**config.mk**
```make
export PLATFORM = sky130hd
export DESIGN_NAME = mix_tree_sequencer
export DESIGN_NICKNAME = d
export VERILOG_FILES = /design/src/rtl/mix_tree_sequencer.sv
export SDC_FILE = /design/constraint.sdc
export NUM_CORES = 1
export LEC_CHECK = 0
export BUFFER_PORTS_ARGS = -buffer_cell sky130_fd_sc_hd__buf_2
export CORE_ASPECT_RATIO = 0.9
export CORE_MARGIN = 10
export CORE_UTILIZATION = 51
export CTS_CLUSTER_SIZE = 10
export DETAILED_ROUTE_END_ITERATION = 7
export PLACE_DENSITY = 0.79
export SLEW_MARGIN = 10
export SYNTH_ARGS = -nofsm -noshare
export SYNTH_HDL_FRONTEND = slang
export SYNTH_SLANG_ARGS = --single-unit
```
**constraint.sdc**
```tcl
create_clock -name clk -period 2.1 [get_ports clk]
set_input_delay 0.21 -clock clk [delete_from_list [all_inputs] [get_ports clk]]
set_output_delay 0.21 -clock clk [all_outputs]
set_load 0.02 [all_outputs]
```
**src/rtl/mix_tree_sequencer.sv**
```systemverilog
// Sequences a bank of binary mixing trees: fill the leaves, mix level by level from the
// deepest level up to the root, drain the outlets, then report done. Optional feature macro:
// MIX_TREE_PAUSE_EN adds a pause input that freezes the running phase.
module mix_tree_sequencer #(
   parameter int  TREES        = 4,
   parameter int  DEPTH        = 2,
   parameter int  FILL_CYCLES  = 4,
   parameter int  MIX_CYCLES   = 8,
   parameter int  DRAIN_CYCLES = 4,
   localparam int L            = 2**DEPTH,
   localparam int M            = L - 1,
   localparam int LW           = $clog2(DEPTH + 1)
) (
   input  logic               clk,
   input  logic               rst,
   input  logic               start,
   input  logic [TREES-1:0]   tree_mask,
   input  logic               abort,
`ifdef MIX_TREE_PAUSE_EN
   input  logic               pause,
`endif
   output logic               busy,
   output logic               done,
   output logic [TREES*L-1:0] inlet_valve,
   output logic [TREES*M-1:0] mix_en,
   output logic [TREES-1:0]   outlet_valve,
   output logic [LW-1:0]      level
);

   localparam int MAX_FM  = (FILL_CYCLES > MIX_CYCLES) ? FILL_CYCLES : MIX_CYCLES;
   localparam int MAX_ALL = (MAX_FM > DRAIN_CYCLES) ? MAX_FM : DRAIN_CYCLES;
   localparam int CW      = $clog2(MAX_ALL + 1);

   typedef enum logic [2:0] {
      S_IDLE,
      S_FILL,
      S_MIX,
      S_DRAIN,
      S_DONE
   } state_t;

   state_t             state_q, state_d;
   logic [CW-1:0]      cnt_q, cnt_d;
   logic [LW-1:0]      lvl_q, lvl_d;
   logic [TREES-1:0]   mask_q, mask_d;

   logic               busy_q, busy_d;
   logic               done_q, done_d;
   logic [TREES*L-1:0] inlet_q, inlet_d;
   logic [TREES*M-1:0] mix_q, mix_d;
   logic [TREES-1:0]   outlet_q, outlet_d;
   logic [LW-1:0]      level_q, level_d;

   logic               active;
   logic               paused;
   logic               cnt_last;

   assign active   = (state_q == S_FILL) || (state_q == S_MIX) || (state_q == S_DRAIN);
   assign cnt_last = (cnt_q == CW'(1));

`ifdef MIX_TREE_PAUSE_EN
   // Abort takes precedence, so a paused phase can still be cancelled.
   assign paused = pause & active & ~abort;
`else
   assign paused = 1'b0;
`endif

   always_comb begin
      state_d = state_q;
      cnt_d   = cnt_q;
      lvl_d   = lvl_q;
      mask_d  = mask_q;
      unique case (state_q)
         S_IDLE: begin
            if (start && (tree_mask != '0)) begin
               state_d = S_FILL;
               cnt_d   = CW'(FILL_CYCLES);
               mask_d  = tree_mask;
            end
         end
         S_FILL: begin
            if (cnt_last) begin
               state_d = S_MIX;
               lvl_d   = LW'(DEPTH - 1);
               cnt_d   = CW'(MIX_CYCLES);
            end else begin
               cnt_d = cnt_q - CW'(1);
            end
         end
         S_MIX: begin
            if (!cnt_last) begin
               cnt_d = cnt_q - CW'(1);
            end else if (lvl_q == '0) begin
               state_d = S_DRAIN;
               cnt_d   = CW'(DRAIN_CYCLES);
            end else begin
               lvl_d = lvl_q - LW'(1);
               cnt_d = CW'(MIX_CYCLES);
            end
         end
         S_DRAIN: begin
            if (cnt_last) begin
               state_d = S_DONE;
               cnt_d   = '0;
            end else begin
               cnt_d = cnt_q - CW'(1);
            end
         end
         S_DONE: begin
            state_d = S_IDLE;
         end
         default: begin
            state_d = S_IDLE;
         end
      endcase

      if (paused) begin
         state_d = state_q;
         cnt_d   = cnt_q;
         lvl_d   = lvl_q;
      end

      if (abort && (state_q != S_IDLE)) begin
         state_d = S_IDLE;
         cnt_d   = '0;
         lvl_d   = '0;
         mask_d  = '0;
      end
   end

   // Output registers are decoded from the current state, so every output lags the
   // state by one edge and no input reaches a port combinationally.
   always_comb begin
      busy_d  = (state_q != S_IDLE);
      done_d  = (state_q == S_DONE);
      level_d = (state_q == S_MIX) ? lvl_q : '0;
   end

   for (genvar gi = 0; gi < TREES; gi++) begin : g_tree
      logic tree_on;
      assign tree_on             = mask_q[gi] & ~paused;
      assign inlet_d[gi*L +: L]  = {L{tree_on & (state_q == S_FILL)}};
      assign outlet_d[gi]        = tree_on & (state_q == S_DRAIN);
      for (genvar gj = 0; gj < M; gj++) begin : g_node
         // Heap node gj sits on level floor(log2(gj+1)).
         localparam int NODE_LVL = $clog2(gj + 2) - 1;
         assign mix_d[gi*M + gj] = tree_on & (state_q == S_MIX) & (lvl_q == LW'(NODE_LVL));
      end
   end

   always_ff @(posedge clk or posedge rst) begin
      if (rst) begin
         state_q  <= S_IDLE;
         cnt_q    <= '0;
         lvl_q    <= '0;
         mask_q   <= '0;
         busy_q   <= 1'b0;
         done_q   <= 1'b0;
         inlet_q  <= '0;
         mix_q    <= '0;
         outlet_q <= '0;
         level_q  <= '0;
      end else begin
         state_q  <= state_d;
         cnt_q    <= cnt_d;
         lvl_q    <= lvl_d;
         mask_q   <= mask_d;
         busy_q   <= busy_d;
         done_q   <= done_d;
         inlet_q  <= inlet_d;
         mix_q    <= mix_d;
         outlet_q <= outlet_d;
         level_q  <= level_d;
      end
   end

   assign busy         = busy_q;
   assign done         = done_q;
   assign inlet_valve  = inlet_q;
   assign mix_en       = mix_q;
   assign outlet_valve = outlet_q;
   assign level        = level_q;

endmodule

```
==> results of run 1 <==
-- final cells by class --
cell class | instances | area share [%]
well taps | 40 | 2.83
inverters | 7 | 1.49
flip-flops and latches | 33 | 46.7
multi-input cells | 77 | 30.1
clock inverters | 1 | 1.70
repair buffers | 47 | 14.0
clock buffers | 7 | 3.11
-- worst register-to-register path: stages (launching register included) --
cell	delay [ns]
dfrtp_1	0.41
inv_1	0.09
ha_1	0.19
nor3b_1	0.29
buf_4	0.20
o21a_2	0.14
nor2_1	0.04
nor4_1	0.28
-- cells by family after synthesis --
logic type                 share of synthesized area, %
xor gates and xnor gates                           1.14
AOI/OAI and AO/OA                                  10.0
and+or+nand+nor                                    20.3
DFF                                                53.9
adders and majority gates                          3.27
buffers and inverters                              11.3
-- power breakdown --
part,internal (mW),switching [mW],leakage (nW)
Combinational,0.318,0.475,0.474
Clock,0.284,0.197,0.0455
Sequential,0.771,0.159,0.446
Total,1.37,0.830,0.965
-- per-stage QoR --
stage	setup WS, ns	area [µm²]	instances
floorplan	0.562	1530	137
global placement	0.547	1670	203
detailed placement	0.408	1670	203
CTS	0.379	1770	212
global route	0.307	1770	212
finish	0.365	1770	212
-- cells in the final DEF, fill, tap and decap left out, types with 2 or more instances in the layout --
cell | synthesis | final
clkbuf_4 | 0 | 5
nand2_1 | 5 | 5
nor3_1 | 6 | 6
a22o_1 | 5 | 5
inv_1 | 7 | 7
ha_1 | 4 | 4
nor2_1 | 6 | 6
dfrtp_1 | 33 | 33
buf_2 | 2 | 43
and2_1 | 14 | 14
nor3b_1 | 2 | 2
and3_2 | 4 | 4
nor2_2 | 2 | 2
buf_4 | 16 | 3
and3_1 | 2 | 2
a21oi_1 | 2 | 2
o21ai_0 | 8 | 8
-- worst min-delay path by stage --
stage                            start                endpoint
after global placement             rst     mix_en[5]$_DFF_PP0_
final                     tree_mask[0]   mask_q[0]$_DFFE_PP0P_
after floorplan                  abort  state_q[2]$_DFFE_PP0P_
after detailed placement           rst     mix_en[2]$_DFF_PP0_
after CTS                        abort  state_q[2]$_DFFE_PP0P_
after global routing      tree_mask[0]   mask_q[0]$_DFFE_PP0P_
-- state kept, by name (all words and copies together) (netlist names) --
signal,cells
cnt_q,4
lvl_q,2
done,1
inlet_valve,4
busy,1
outlet_valve,4
level,2
mix_en,8
mask_q,4
state_q,3
-- per-layer routing --
layer | share of wire (%) | vias up | wire, µm | global-route usage [%]
li1 | - | 518 | - | -
met1 | 42 | 510 | 1240 | 10.7
met2 | 47 | 41 | 1400 | 17.7
met3 | 11 | 4 | 326 | 6.90
met4 | 0.57 | 0 | 17 | 3.04
met5 | 0 | - | 0 | 0
==> flow_metrics.tcl, run 1 <==
set metrics [dict create \
    p_per_area_mw_per_mm2 1250 \
    post_cts_buffers 0 \
    crit_fanout 6 \
    r2r_cells 7 \
    regToRegSetupSlack_ns 0.36 \
    final_util_pct 62.8 \
    synthDominantCellAreaShare_pct 53.9 \
    multi_input_area_um2 533 \
    status "finished clean" \
    end_kind "flip-flop" \
    worst-endpoint-arrival_ns 1.95 \
    coreArea_mm2 0.00282 \
    timing.fmax_mhz 576 \
    r2r_end "lvl_q[0]$_DFFE_PP0P_" \
    antenna_found_initial 0 \
    syn2layout_area_growth_pct 15.4 \
    ir_worst_vdd_mv 0.896 \
    skew_ns 0.0135 \
    seq_area_frac_synth_pct 53.9 \
    rows 18 \
    ioPinCount 44 \
    synth_area_leaders "dfrtp_1, buf_4, and2_1, ha_1, a22o_1" \
    drc_errors 0 \
    yosys.area.top_type "dfrtp_1" \
    synthCells 137 \
    final-setup-viol-count 0 \
    dp_hpwl_um 2270 \
    grt_pass1_wl_um 4870 \
    leakage_nw 0.965 \
    cts_htree_levels 2 \
    synthFlopType "dfrtp_1" \
    io_buffer_count 43 \
    crit_cells 7 \
    synth_nets 149 \
    diodes 0 \
    hold_slack_ns 0.118 \
    cp-startpoint "cnt_q[1]$_DFFE_PP0P_" \
    cts_tree "done" \
    ys_warn_count 0 \
    slew_violations 0 \
    period_share_pct 82.6 \
    ff_latch_area_um2 826 \
    startpoint_type "flip-flop" \
    ant_nets 0 \
    ys_types 35 \
    drtPass1Iterations 4 \
    worstSetupPathType "flip-flop to flip-flop" \
    netlist_area_mm2 0.00153 \
    routedWlPerCell_um 14.0 \
    cp_top_family "simple AND/OR/NAND/NOR gates" \
    r2r_start "cnt_q[1]$_DFFE_PP0P_" \
    cts_buffers 5 \
    routed_via_density 5.06 \
    cts-root-buf "clkbuf_4" \
    vias 1073 \
    final_nets 183 \
    endpoint "lvl_q[0]$_DFFE_PP0P_" \
    drt-initial-drc-count 63 \
    tns_ns 0 \
    synth_common_cells "dfrtp_1, buf_4, and2_1" \
    synth_seq_cells 33 \
    drive_gt1_share_pct 37.8 \
    clk_path_buf_depth 2 \
    ctsResizeCount 0 \
    grt_max_degree 34 \
    grt_remaining_overflow 0 \
    drt-total-wl_um 2980 \
    n_fill_cell 221 \
    async_reset_ff_share_pct 100 \
    max-slew-margin-rel_pct 62.1 \
    clk_pin_slew_ns 0.10 \
    yosysMostFrequentCell "dfrtp_1" \
    grt_util_all_layers_pct 10.6 \
    hp-class "input port to flip-flop" \
    gp_congestion 0.830 \
    cts_hold_buf 1 \
    cp_cell_sequence "inv_1, ha_1, nor3b_1, buf_4, o21a_2, nor2_1, nor4_1" \
    initial_core_util_pct 54.4 \
    chipHeight_um 72.0 \
    whs_path_depth 2 \
    cp.required_ns 2.32 \
    rsz0062_at_grt "false" \
    avgSynthCellArea_um2 11.2 \
    critPathBufInv 2 \
    finalHoldViolations 0 \
    clk_latency_ns 0.32 \
    die_w_um 77.8 \
    clock_sinks 33 \
    grt_pass1_vias 1086 \
    slowest_stage "dfrtp_1" \
    dieArea_mm2 0.00560 \
    synth_edf_count 0 \
    slowest_delay_ns 0.41 \
    tightest_slew_ns 0.560 \
    power_mw 2.20 \
    min_period_ns 1.74 \
    drv_cap 0 \
]
(Power assumes the default switching activity.)
==> run 2: changes to the inputs <==
--- a/config.mk
+++ b/config.mk
@@ -5,13 +5,14 @@
 export SDC_FILE = /design/constraint.sdc
 export NUM_CORES = 1
 export LEC_CHECK = 0
+export ABC_AREA = 1
 export BUFFER_PORTS_ARGS = -buffer_cell sky130_fd_sc_hd__buf_2
 export CORE_ASPECT_RATIO = 0.9
 export CORE_MARGIN = 10
 export CORE_UTILIZATION = 51
 export CTS_CLUSTER_SIZE = 10
 export DETAILED_ROUTE_END_ITERATION = 7
-export PLACE_DENSITY = 0.79
+export PLACE_DENSITY = 0.78
 export SLEW_MARGIN = 10
 export SYNTH_ARGS = -nofsm -noshare
 export SYNTH_HDL_FRONTEND = slang
==> constraint.sdc (replaced) <==
create_clock -name clk -period 1.7 [get_ports clk]
set_input_delay 0.17 -clock clk [delete_from_list [all_inputs] [get_ports clk]]
set_output_delay 0.17 -clock clk [all_outputs]
set_load 0.02 [all_outputs]
==> run 2 against run 1 <==
Clock skew down 0.0050 ns; first-iteration DRC count down 32%; global-route usage up 0.27 points; hold slack worse by 0.029 ns; total power up 30%; core utilization down 3.0 points; synthesized cell count up 26%; critical endpoint is now state_q[1]$_DFFE_PP0P_; largest cell class unchanged; highest routed layer unchanged.
==> flow_metrics.tcl, run 2 <==
set metrics [dict create \
    synth_seq_cells 33 \
    final_nets 221 \
    drv_cap 0 \
    skew_ns 0.00858 \
    layout_commonest_cell "buf_2" \
    regToRegSetupSlack_ns 0.26 \
    wl_met3_um 386 \
    vias 1179 \
    synth_area_leaders "dfrtp_1, buf_4, nand2_1, nor2_1, inv_1" \
    dp_cells 243 \
    holdPathEnd "mask_q[0]$_DFFE_PP0P_" \
    leakage_nw 1.05 \
    cp_cell_sequence "inv_1, ha_1, nand3_2, nand2_1, nand2_1, nand2_1, nand3_2, nand2_1, nand2_1" \
    ir_worst_vdd_mv 0.913 \
    r2r_cells 9 \
    wl_met1_um 1320 \
    n_fill_cell 255 \
    ioPinCount 44 \
    grt_pass1_wl_um 4980 \
    routedWlPerCell_um 11.9 \
    finalHoldViolations 0 \
    io_buffer_count 43 \
    routed_via_density 4.68 \
    cts_tree "done" \
    final_util_pct 59.8 \
    period_share_pct 85.0 \
    slew_violations 0 \
    max-slew-margin-rel_pct 73.5 \
    clock_sinks 33 \
    gp_congestion 0.841 \
    whs_path_depth 3 \
    final-setup-viol-count 0 \
    rsz0062_at_grt "false" \
    diodes 0 \
    end_kind "flip-flop" \
    instances_no_fill 252 \
    ant_nets 0 \
    layout_common_cells "buf_2, dfrtp_1, nand2_1" \
    cts-root-buf "clkbuf_4" \
    tns_ns 0 \
    ys_types 24 \
    syn2layout_area_growth_pct 13.4 \
    largest_reg_flops 8 \
    setup_slack_ns 0.256 \
    clk_path_buf_depth 2 \
    yosys.area.top_type "dfrtp_1" \
    cp_common_cell "nand2_1" \
    clk_latency_ns 0.34 \
    die_w_um 78.9 \
    cts_buffers 5 \
    grt_util_all_layers_pct 10.8 \
    stdcell_area_mm2 0.00180 \
    synth_nets 185 \
    status "finished clean" \
    netlist_area_mm2 0.00159 \
    critPathBufInv 1 \
    r2r_end "state_q[1]$_DFFE_PP0P_" \
    pre_cts_ws_ns 0.307 \
    grt_max_degree 34 \
    ys_warn_count 0 \
    hp-class "input port to flip-flop" \
    chipHeight_um 73.0 \
    avgSynthCellArea_um2 9.20 \
    hold_start "tree_mask[0]" \
    dp_hpwl_um 2370 \
    slowest_delay_ns 0.39 \
    cp.required_ns 1.94 \
    grt_remaining_overflow 0 \
    cp_top_family "simple AND/OR/NAND/NOR gates" \
    synth_edf_count 0 \
    min_period_ns 1.44 \
    antenna_found_initial 0 \
    startpoint_type "flip-flop" \
    tightest_slew_ns 0.397 \
    initial_core_util_pct 52.7 \
    worst-endpoint-arrival_ns 1.68 \
    rows 19 \
    synth_common_cells "dfrtp_1, nand2_1, nor2_1" \
    clk_pin_slew_ns 0.10 \
    p_per_area_mw_per_mm2 1590 \
    placed_area_mm2 0.00174 \
    seq_area_frac_synth_pct 51.9 \
    synthDominantCellAreaShare_pct 51.9 \
    top_layer_used "met4" \
    grt_pass1_vias 1094 \
    wl_met2_um 1250 \
    crit_fanout 8 \
    timing.fmax_mhz 692 \
    slowest_stage "dfrtp_1" \
    drtPass1Iterations 4 \
    drive_gt1_share_pct 34.3 \
    coreArea_mm2 0.00302 \
    dieArea_mm2 0.00576 \
    drc_errors 0 \
    drt-total-wl_um 3010 \
    async_reset_ff_share_pct 100 \
    synthFlopType "dfrtp_1" \
    worstSetupPathType "flip-flop to flip-flop" \
    cts_htree_levels 2 \
    r2r_start "cnt_q[1]$_DFFE_PP0P_" \
    synthCells 173 \
    yosysMostFrequentCell "dfrtp_1" \
    drt-initial-drc-count 43 \
]
-- run 2: changes by cell type after synthesis, sizes merged, moves of 4 or more --
cell,change
a22o,-5
and2,-15
and3,-6
inv,+14
nand2,+33
nand3,+14
nand4,+4
nor2,+21
nor3,-5
nor3b,-4
-- run 2: kinds of logic (layout without fill, tap and decap cells) --
logic type | count (synthesis) | in the layout | synth area share [%]
simple gates | 89 | 89 | 27.9
compound gates | 8 | 8 | 3.14
xor+xnor | 1 | 1 | 0.550
fa+ha+maj | 4 | 4 | 3.14
flops | 33 | 33 | 51.9
buf+inv | 38 | 75 | 13.4
-- run 2: power breakdown --
part	leakage, nW	internal, mW	total (mW)	switching [mW]
combinational	0.575	0.454	1.37	0.915
sequential	0.444	0.953	1.08	0.128
clock	0.0320	0.157	0.411	0.254
total	1.05	1.56	2.86	1.30
-- run 2: how the worst max path moves through the flow --
stage	slack (ns)	cells after the start	end	startpoint
floorplan	0.42	9	state_q[0]$_DFFE_PP0P_	cnt_q[1]$_DFFE_PP0P_
global placement	0.36	9	state_q[0]$_DFFE_PP0P_	cnt_q[1]$_DFFE_PP0P_
detailed placement	0.31	9	state_q[1]$_DFFE_PP0P_	cnt_q[1]$_DFFE_PP0P_
CTS	0.28	9	state_q[1]$_DFFE_PP0P_	cnt_q[1]$_DFFE_PP0P_
global route	0.15	9	state_q[1]$_DFFE_PP0P_	cnt_q[1]$_DFFE_PP0P_
finish	0.26	9	state_q[1]$_DFFE_PP0P_	cnt_q[1]$_DFFE_PP0P_
-- run 2: layer usage --
layer | vias up | GRT usage [%]
met5 | - | 0
met4 | 0 | 5.37
met3 | 7 | 5.91
met2 | 44 | 16.1
met1 | 528 | 12.4
li1 | 600 | -
-- run 2: layout make-up --
type                    count  area (µm²)  share of cell area [%]
inverters                  21        81.3                    4.51
repair buffers             46         240                    13.3
well taps                  42        52.6                    2.91
flip-flops and latches     33         826                    45.8
clock inverters             2        10.0                   0.555
clock buffers               6        41.3                    2.29
multi-input cells         102         553                    30.7
-- run 2: worst register-to-register path: cells and delay by family, from the launching register on --
kind / cells / cell delay (ns)
buffers and inverters: 1 / 0.11
adders and majority gates: 1 / 0.17
and+or+nand+nor: 7 / 0.67
DFF: 1 / 0.39
-- run 2: repair_timing --
item	CTS	global route
resized for setup	0	0
hold buffers	1	0
endpoints found under the hold margin	33	0
setup buffers	0	0
-- run 2: stage by stage --
step	total power [mW]	hold slack [ns]
finish	2.86	0.0885
global route	3.09	0.0949
CTS	2.89	0.0793
detailed placement	2.48	0.271
global placement	2.45	0.272
floorplan	2.25	0.299
==> run 3: changes to the inputs <==
==> constraint.sdc (replaced) <==
create_clock -name clk -period 1.49 [get_ports clk]
set_input_delay 0.149 -clock clk [delete_from_list [all_inputs] [get_ports clk]]
set_output_delay 0.149 -clock clk [all_outputs]
set_load 0.02 [all_outputs]
==> run 3 against run 2 <==
Sequential cell count unchanged; hold slack worse by 0.033 ns; fmax grew 2.9%; first-iteration DRC count increased by 2.3%; non-clock buffer count stayed put; register-to-register slack lost 0.17 ns; core utilization grew 2.1 points.
==> flow_metrics.tcl, run 3 (same netlist as run 2, synthesis figures left out) <==
set metrics [dict create \
    p_switching_mw 1.56 \
    worst-endpoint-arrival_ns 1.65 \
    cts-root-buf "clkbuf_4" \
    startpoint_type "flip-flop" \
    sw_frac_of_total_pct 42.2 \
    vias 1202 \
    instances_no_fill 252 \
    top_usage_layer "met2" \
    cp.required_ns 1.74 \
    p_int_mw 2.14 \
    clk_path_buf_depth 2 \
    drt-total-wl_um 3260 \
    worstSetupPathType "flip-flop to flip-flop" \
    slew_violations 0 \
    dp_hpwl_um 2370 \
    layout_commonest_cell "buf_2" \
    cp_cell_sequence "inv_2, ha_2, nand3_4, nand2_1, nand2_1, nand2_1, nand3_2, nand2_1, nand2_1" \
    max-slew-margin-rel_pct 73.2 \
    multi_input_area_um2 566 \
    slowest_stage "dfrtp_1" \
    diodes 0 \
    die_w_um 78.9 \
    cp_top_family "simple AND/OR/NAND/NOR gates" \
    clock_sinks 33 \
    tightest_slew_ns 0.402 \
    gp_congestion 0.841 \
    drv_cap 0 \
    p_seq_share_pct 33.6 \
    grt_max_degree 34 \
    clk_latency_ns 0.35 \
    drtPass1Iterations 4 \
    critPathBufInv 1 \
    coreArea_mm2 0.00302 \
    rsz0062_at_grt "false" \
    rows 19 \
    dp_cells 243 \
    chipHeight_um 73.0 \
    layout_common_cells "buf_2, dfrtp_1, nand2_1" \
    grt_pass1_vias 1153 \
    ioPinCount 44 \
    drt-initial-drc-count 44 \
    io_buffer_count 43 \
    routed_via_density 4.77 \
    drc_errors 0 \
    grt_remaining_overflow 0 \
    largest_reg_flops 8 \
    drive_gt1_share_pct 36.7 \
    grt_util_all_layers_pct 11.5 \
    met1_usage_pct 13.0 \
    final-setup-viol-count 0 \
    status "finished clean" \
    finalHoldViolations 0 \
    tns_ns 0 \
    timing.fmax_mhz 712 \
    cts_tree "done" \
    ir_worst_vdd_mv 1.39 \
    cts_htree_levels 2 \
    met3_usage_pct 6.28 \
    min_period_ns 1.40 \
    initial_core_util_pct 52.7 \
    final_nets 221 \
    cp_common_cell "nand2_1" \
    cts_buffers 5 \
    clk_pin_slew_ns 0.11 \
    grt_pass1_wl_um 5280 \
    antenna_found_initial 0 \
    met2_usage_pct 17.6 \
    crit_fanout 8 \
    ant_nets 0 \
    clockPowerShare_pct 22.6 \
    end_kind "flip-flop" \
    leakage_nw 1.07 \
    dieArea_mm2 0.00576 \
    period_share_pct 94.2 \
    syn2layout_area_growth_pct 17.4 \
    n_fill_cell 259 \
    comb_power_share_pct 43.8 \
    p_per_area_mw_per_mm2 1980 \
    skew_ns 0.00676 \
    hp-class "input port to flip-flop" \
    ff_latch_area_um2 826 \
    slowest_delay_ns 0.41 \
    routedWlPerCell_um 13.0 \
]
-- run 3: path summary, 6_finish.rpt --
path                                      start                      to  slack (ns)  cells after the start
hold reg to reg            cnt_q[1]$_DFFE_PP0P_    cnt_q[1]$_DFFE_PP0P_        0.52                      2
setup / recovery           cnt_q[1]$_DFFE_PP0P_  state_q[1]$_DFFE_PP0P_        0.09                      9
setup reg to reg           cnt_q[1]$_DFFE_PP0P_  state_q[1]$_DFFE_PP0P_        0.09                      9
min in group asynchronous                   rst   mask_q[1]$_DFFE_PP0P_        0.41                      4
max in group asynchronous                   rst    mix_en[10]$_DFF_PP0_        0.79                      4
hold / removal                     tree_mask[0]   mask_q[0]$_DFFE_PP0P_        0.06                      3
-- run 3: power groups by stage --
stage / registers [mW] / clock network (mW) / logic (mW)
CTS: 1.24 / 0.839 / 1.60
global placement: 1.24 / 0 / 1.56
finish: 1.24 / 0.834 / 1.62
global route: 1.27 / 0.879 / 1.80
detailed placement: 1.25 / 0 / 1.58
floorplan: 1.31 / 0 / 1.26
-- run 3: area by class of cell --
cell class | instances | area share, %
flip-flops and latches | 33 | 44.2
multi-input cells | 102 | 30.3
repair buffers | 46 | 12.9
inverters | 21 | 4.35
clock inverters | 3 | 3.48
well taps | 42 | 2.81
clock buffers | 5 | 2.01
-- run 3: timing repair --
action | 4_1_cts | 5_1_grt
setup endpoints to repair | 0 | 5
setup buffers | 0 | 0
gates resized for setup | 0 | 5
hold buffers | 1 | 0
hold endpoints to repair | 33 | 0
-- run 3: through the flow --
stage	total power [mW]	utilization, %	hold slack, ns	instance area [µm²]	setup WS (ns)
after floorplan	2.57	-	0.278	1590	0.212
after global placement	2.80	57.7	0.251	1740	0.153
after detailed placement	2.83	57.7	0.252	1740	0.0916
after CTS	3.68	61.5	0.0616	1860	0.0551
after global routing	3.95	61.9	0.0741	1870	0.00381
final	3.69	61.9	0.0552	1870	0.0860
-- run 3: per-layer routing --
metal | vias up | share of wire (%) | wire, µm
li1 | 597 | - | -
met3 | 7 | 14 | 451
met2 | 61 | 44 | 1430
met5 | - | 0 | 0
met4 | 0 | 1.7 | 57
met1 | 537 | 41 | 1330
-- run 3: tightest hold or removal path, stage by stage --
cell	delay [ns]
buf_2	0.09
nand3_1	0.08
nand2_1	0.07
